==> config.mk <==
export PLATFORM = sky130hd
export DESIGN_NAME = mult_accumulator
export DESIGN_NICKNAME = d
export VERILOG_FILES = /design/src/rtl/mult_acc_pkg.sv /design/src/rtl/acc_out_reg.sv /design/src/rtl/mult_accumulator.sv
export SDC_FILE = /design/constraint.sdc
export NUM_CORES = 1
export LEC_CHECK = 0
export BUFFER_PORTS_ARGS = -buffer_cell sky130_fd_sc_hd__buf_2
export CAP_MARGIN = 0
export CORE_MARGIN = 1
export CORE_UTILIZATION = 45
export DETAILED_ROUTE_END_ITERATION = 8
export PLACE_DENSITY = 0.66
export SKIP_CTS_REPAIR_TIMING = 1
export SYNTH_ARGS = -nofsm -noshare
export SYNTH_HDL_FRONTEND = slang
export SYNTH_SLANG_ARGS = --single-unit
==> constraint.sdc <==
create_clock -name clk -period 3.3 [get_ports clk]
set_input_delay 0.66 -clock clk [delete_from_list [all_inputs] [get_ports clk]]
set_output_delay 0.66 -clock clk [all_outputs]
set_load 0.03 [all_outputs]
==> src/rtl/mult_acc_pkg.sv <==
// Shared types and default parameters for the block multiply-accumulator.
package mult_acc_pkg;

    localparam int unsigned PROD_WIDTH_DEF = 7;
    localparam int unsigned ACC_WIDTH_DEF  = 10;
    localparam int unsigned BLOCK_LEN_DEF  = 4;

    typedef enum logic {
        IDLE = 1'b0,
        RUN  = 1'b1
    } state_t;

endpackage

==> src/rtl/acc_out_reg.sv <==
// Result holding register with valid/ready handshake and a sticky flag for lost results.
module acc_out_reg #(
    parameter int unsigned ACC_WIDTH = mult_acc_pkg::ACC_WIDTH_DEF
) (
    input  logic                 clk,
    input  logic                 rst,
    input  logic                 load,
    input  logic [ACC_WIDTH-1:0] data,
    input  logic                 acc_ready,
    output logic [ACC_WIDTH-1:0] acc,
    output logic                 acc_valid,
    output logic                 overflow_err
);

    logic slot_free_c;

    // The slot can take a new result if empty or being drained this cycle.
    assign slot_free_c = !acc_valid || acc_ready;

    always_ff @(posedge clk) begin
        if (rst) begin
            acc          <= '0;
            acc_valid    <= 1'b0;
            overflow_err <= 1'b0;
        end else if (load) begin
            if (slot_free_c) begin
                acc       <= data;
                acc_valid <= 1'b1;
            end else begin
                overflow_err <= 1'b1;
            end
        end else if (acc_valid && acc_ready) begin
            acc_valid <= 1'b0;
        end
    end

endmodule

==> src/rtl/mult_accumulator.sv <==
// Sums BLOCK_LEN unsigned products per result and presents each sum through a handshake register.
// Define MULT_ACCUMULATOR_SATURATE_EN to clamp the running sum instead of wrapping.
module mult_accumulator
    import mult_acc_pkg::*;
#(
    parameter int unsigned PROD_WIDTH = PROD_WIDTH_DEF,
    parameter int unsigned ACC_WIDTH  = ACC_WIDTH_DEF,
    parameter int unsigned BLOCK_LEN  = BLOCK_LEN_DEF
) (
    input  logic                  clk,
    input  logic                  rst,
    input  logic [PROD_WIDTH-1:0] z,
    input  logic                  z_valid,
    output logic [ACC_WIDTH-1:0]  acc,
    output logic                  acc_valid,
    input  logic                  acc_ready,
    output logic                  overflow_err
);

    localparam int unsigned CNT_WIDTH = $clog2(BLOCK_LEN + 1);

    state_t                state_q, state_d;
    logic [ACC_WIDTH-1:0]  sum_q, sum_d;
    logic [CNT_WIDTH-1:0]  count_q, count_d;
    logic [ACC_WIDTH-1:0]  z_ext_c;
    logic [ACC_WIDTH-1:0]  sum_add_c;
    logic                  last_c;

    assign z_ext_c = ACC_WIDTH'(z);
    assign last_c  = z_valid && (count_q == CNT_WIDTH'(BLOCK_LEN - 1));

`ifdef MULT_ACCUMULATOR_SATURATE_EN
    logic [ACC_WIDTH:0] sum_full_c;

    // Carry out of the add means the true sum no longer fits: clamp to all-ones.
    assign sum_full_c = {1'b0, sum_q} + {1'b0, z_ext_c};
    assign sum_add_c  = sum_full_c[ACC_WIDTH] ? {ACC_WIDTH{1'b1}} : sum_full_c[ACC_WIDTH-1:0];
`else
    assign sum_add_c = sum_q + z_ext_c;
`endif

    always_ff @(posedge clk) begin
        if (rst) begin
            state_q <= IDLE;
            sum_q   <= '0;
            count_q <= '0;
        end else begin
            state_q <= state_d;
            sum_q   <= sum_d;
            count_q <= count_d;
        end
    end

    // Next-state and datapath update; the final product of a block restarts from zero.
    always_comb begin
        state_d = state_q;
        sum_d   = sum_q;
        count_d = count_q;

        case (state_q)
            IDLE: if (z_valid) state_d = RUN;
            RUN:  if (last_c)  state_d = IDLE;
            default: state_d = IDLE;
        endcase

        if (z_valid) begin
            if (last_c) begin
                sum_d   = '0;
                count_d = '0;
            end else begin
                sum_d   = sum_add_c;
                count_d = count_q + CNT_WIDTH'(1);
            end
        end
    end

    acc_out_reg #(
        .ACC_WIDTH (ACC_WIDTH)
    ) u_acc_out_reg (
        .clk          (clk),
        .rst          (rst),
        .load         (last_c),
        .data         (sum_add_c),
        .acc_ready    (acc_ready),
        .acc          (acc),
        .acc_valid    (acc_valid),
        .overflow_err (overflow_err)
    );

endmodule
==> flow_metrics.env <==
export IMPL_status="complete, but fails checks"
export IMPL_violations="design-rule violations"
export IMPL_grt_pass1_vias=1100
export IMPL_dp_hpwl_um=1930
export IMPL_setup_violations=0
export IMPL_port_buffers=22
export IMPL_holdWs_ns=0.464
export IMPL_hold_viol_final=0
export IMPL_worstPathRequired_ns=3.54
export IMPL_p_int_mw=0.428
export IMPL_finalSetupTns_ns=0
export IMPL_path_clk_slew_ns=0.15
export IMPL_num_rows=19
export IMPL_p_comb_share_pct=24.8
export IMPL_yosysUniqueCellTypes=35
export IMPL_vias=1113
export IMPL_p_leak_nw=0.605
export IMPL_r2r_start="sum_q[0]"
export IMPL_nFillCells=287
export IMPL_power_share_clock_pct=22.8
export IMPL_stdcell_area_um2=1480
export IMPL_nets=192
export IMPL_ys_seq_area_share_pct=36.8
export IMPL_grt_start_max_net_pins=26
export IMPL_drv_slew=0
export IMPL_clock_root_buffer="clkbuf_4"
export IMPL_cts_path_max_buffers=2
export IMPL_crit_chain="buf_2 > ha_1 > inv_1 > fa_1 > nor2b_1 > o31a_1 > o211ai_1 > xor2_1 > a211oi_1"
export IMPL_first_iter_violations=26
export IMPL_crit_path_end="u_acc_out_reg.acc[8]"
export IMPL_powerDensity_nw_per_um2=421
export IMPL_drive_gt1_share_pct=20.5
export IMPL_hp_class="flop to flop"
export IMPL_ant_nets=0
export IMPL_p_switching_mw=0.195
export IMPL_skew_ns=0.0120
export IMPL_worst_setup_path_end_kind="flop"
export IMPL_ys_seq_elements=25
export IMPL_synthCells=152
export IMPL_seq_power_share_pct=52.3
export IMPL_htreeDepth=1
export IMPL_dr_pass1_iters=6
export IMPL_gp_congestion=0.858
export IMPL_post_route_period_util_pct=61.9
export IMPL_via_per_inst=5.51
export IMPL_synthesis_area_um2=1360
export IMPL_postPlaceCellArea_um2=1450
export IMPL_setup_worst_path_start="z[0]"
export IMPL_r2r_cells=8
export IMPL_cts_buffers=3
export IMPL_fin_crit_ns=2.04
export IMPL_wirelength_um=2620
export IMPL_coreArea_um2=2810
export IMPL_io_pins=23
export IMPL_maxCapViolCount=0
export IMPL_critical_path_slowest_cell="fa_1"
export IMPL_n_antenna_cell=0
export IMPL_switching_share_pct=31.3
export IMPL_rrSetupSlack_ns=1.30
export IMPL_yosys_warnings=0
export IMPL_grt_overflow=0
export IMPL_die_h_um=57.0
export IMPL_critPathLaunchType="input port"
export IMPL_max_slew_margin_rel_pct=67.6
export IMPL_worst_pin_slew_ns=0.485
export IMPL_synth_edf_count=0
export IMPL_synthToLayoutAreaGrowth_pct=8.65
export IMPL_post_synth_cell_area_avg_um2=8.95
export IMPL_peakVddDrop_v=0.000223
export IMPL_crit_reg2reg_capture="u_acc_out_reg.acc[8]"
export IMPL_ys_flop_type="dfxtp_1"
export IMPL_insertion_delay_ns=0.32
export IMPL_grt_use_total_pct=18.3
export IMPL_fmax_ghz=0.490
export IMPL_worstSetupPathType="input port to flop"
export IMPL_drc=2
export IMPL_grt_pass1_wl_um=4710
export IMPL_start_util_pct=48.5
export IMPL_arrival_ns=2.28
export IMPL_antenna_found_initial=0
export IMPL_die_w_um=57.0
export IMPL_wire_per_inst_um=13.0
export IMPL_path_max_fanout=4
export IMPL_fp_dieArea_um2=3250
export IMPL_rsz0062_at_grt="false"
export IMPL_syn_num_nets=172
export IMPL_cts_sinks=25
export IMPL_critical_path_max_stage_delay_ns=0.40
export IMPL_ys_async_sr_fraction_pct=0
export IMPL_report_power_total_mw=0.622
export IMPL_cts_tree="yes"
-- critical path: cells and delay by family --
family / cells / cell delay [ns]
AO/OA/AOI/OAI: 3 / 0.60
adder cells (fa/ha/maj): 2 / 0.57
XOR/XNOR: 1 / 0.16
AND/OR/NAND/NOR: 1 / 0.15
buffers and inverters: 2 / 0.14
-- power by group through the flow --
stage	clock network (mW)	registers, mW	logic, mW
final	0.142	0.326	0.155
after global placement	0	0.332	0.151
after detailed placement	0	0.333	0.154
after floorplan	0	0.334	0.125
after global routing	0.156	0.328	0.174
after CTS	0.151	0.326	0.155
-- sequential cells by signal (all words and copies together) (netlist names) --
| register | flops |
|---|---|
| count_q | 3 |
| sum_q | 10 |
| u_acc_out_reg.acc | 10 |
| u_acc_out_reg.acc_valid | 1 |
| u_acc_out_reg.overflow_err | 1 |
-- cell usage in the layout, fill, tap and decap left out --
| master | count |
|---|---|
| dfxtp_1 | 25 |
| buf_2 | 22 |
| a21oi_1 | 18 |
| nand2_1 | 17 |
| nor2_1 | 14 |
| nand2b_1 | 10 |
| ha_1 | 8 |
| nand3_1 | 7 |
| xor2_1 | 7 |
| o211ai_1 | 5 |
| inv_1 | 3 |
| mux2i_1 | 3 |
| nor3_1 | 3 |
| clkbuf_4 | 3 |
| or2_1 | 2 |
| nor2b_1 | 2 |
| a211oi_1 | 2 |
| a211oi_2 | 2 |
| o21ai_0 | 2 |
| o2111ai_1 | 2 |
| nor2_4 | 1 |
| o21a_1 | 1 |
| o31a_1 | 1 |
| a21o_4 | 1 |
| a21o_2 | 1 |
| nand2_2 | 1 |
| o31ai_4 | 1 |
| a311o_2 | 1 |
| and2_1 | 1 |
| and3b_1 | 1 |
| o211ai_2 | 1 |
| xnor2_1 | 1 |
| fa_1 | 1 |
| clkinvlp_4 | 1 |
-- metal layers --
layer	vias up	part of all wire, %	GRT usage, %
li1	571	-	-
met1	522	47	23.0
met5	-	0	0
met2	18	49	32.1
met3	2	2.5	2.04
met4	0	0.57	7.32
-- cell type report --
cell class	instances	area (µm²)	share of cell area, %
Clock buffer	3	22.5	1.52
Inverter	3	11.3	0.762
Clock inverter	1	7.51	0.508
Multi-Input combinational cell	117	787	53.3
Sequential cell	25	500	33.9
Timing Repair Buffer	22	110	7.45
Tap cell	31	38.8	2.62
-- Yosys cell counts (3+ instances only) --
library cell  number  area (µm²)
nand3_1            7        35.0
nor2_1            14        52.6
dfxtp_1           25         500
a21oi_1           18        90.1
xor2_1             7        61.3
inv_1              3        11.3
mux2i_1            3        30.0
buf_6              4        45.0
ha_1               8         100
nand2_1           17        63.8
nor3_1             3        15.0
o211ai_1           5        37.5
nand2b_1          10        62.6
-- worst min path at each step --
stage / slack (ns) / to / from / cells after the start
after global routing: 0.49 / u_acc_out_reg.acc[4] / u_acc_out_reg.acc[4] / 2
after global placement: 0.44 / u_acc_out_reg.acc[7] / u_acc_out_reg.acc[7] / 2
after detailed placement: 0.45 / u_acc_out_reg.acc[7] / u_acc_out_reg.acc[7] / 2
after CTS: 0.47 / u_acc_out_reg.acc[5] / u_acc_out_reg.acc[5] / 2
final: 0.46 / u_acc_out_reg.acc[7] / u_acc_out_reg.acc[7] / 2
after floorplan: 0.45 / sum_q[0] / sum_q[0] / 2
-- metrics by stage --
step                      worst slack [ns]  cells  utilization, %
after floorplan                       1.16    152               -
after global placement               0.967    198            51.6
after CTS                             1.26    202            52.7
final                                 1.26    202            52.7
after detailed placement             0.916    198            51.6
after global routing                  1.09    202            52.7
-- logic make-up after synthesis --
family | Yosys count | synth area share, %
and+or+nand+nor | 59 | 21.1
AOI/OAI and AO/OA | 38 | 20.6
DFF | 25 | 36.8
buffers and inverters | 10 | 5.34
adders and majority gates | 9 | 8.83
xor gates and xnor gates | 8 | 5.15
muxes | 3 | 2.21
No activity file was read; power rests on OpenSTA's default activity.
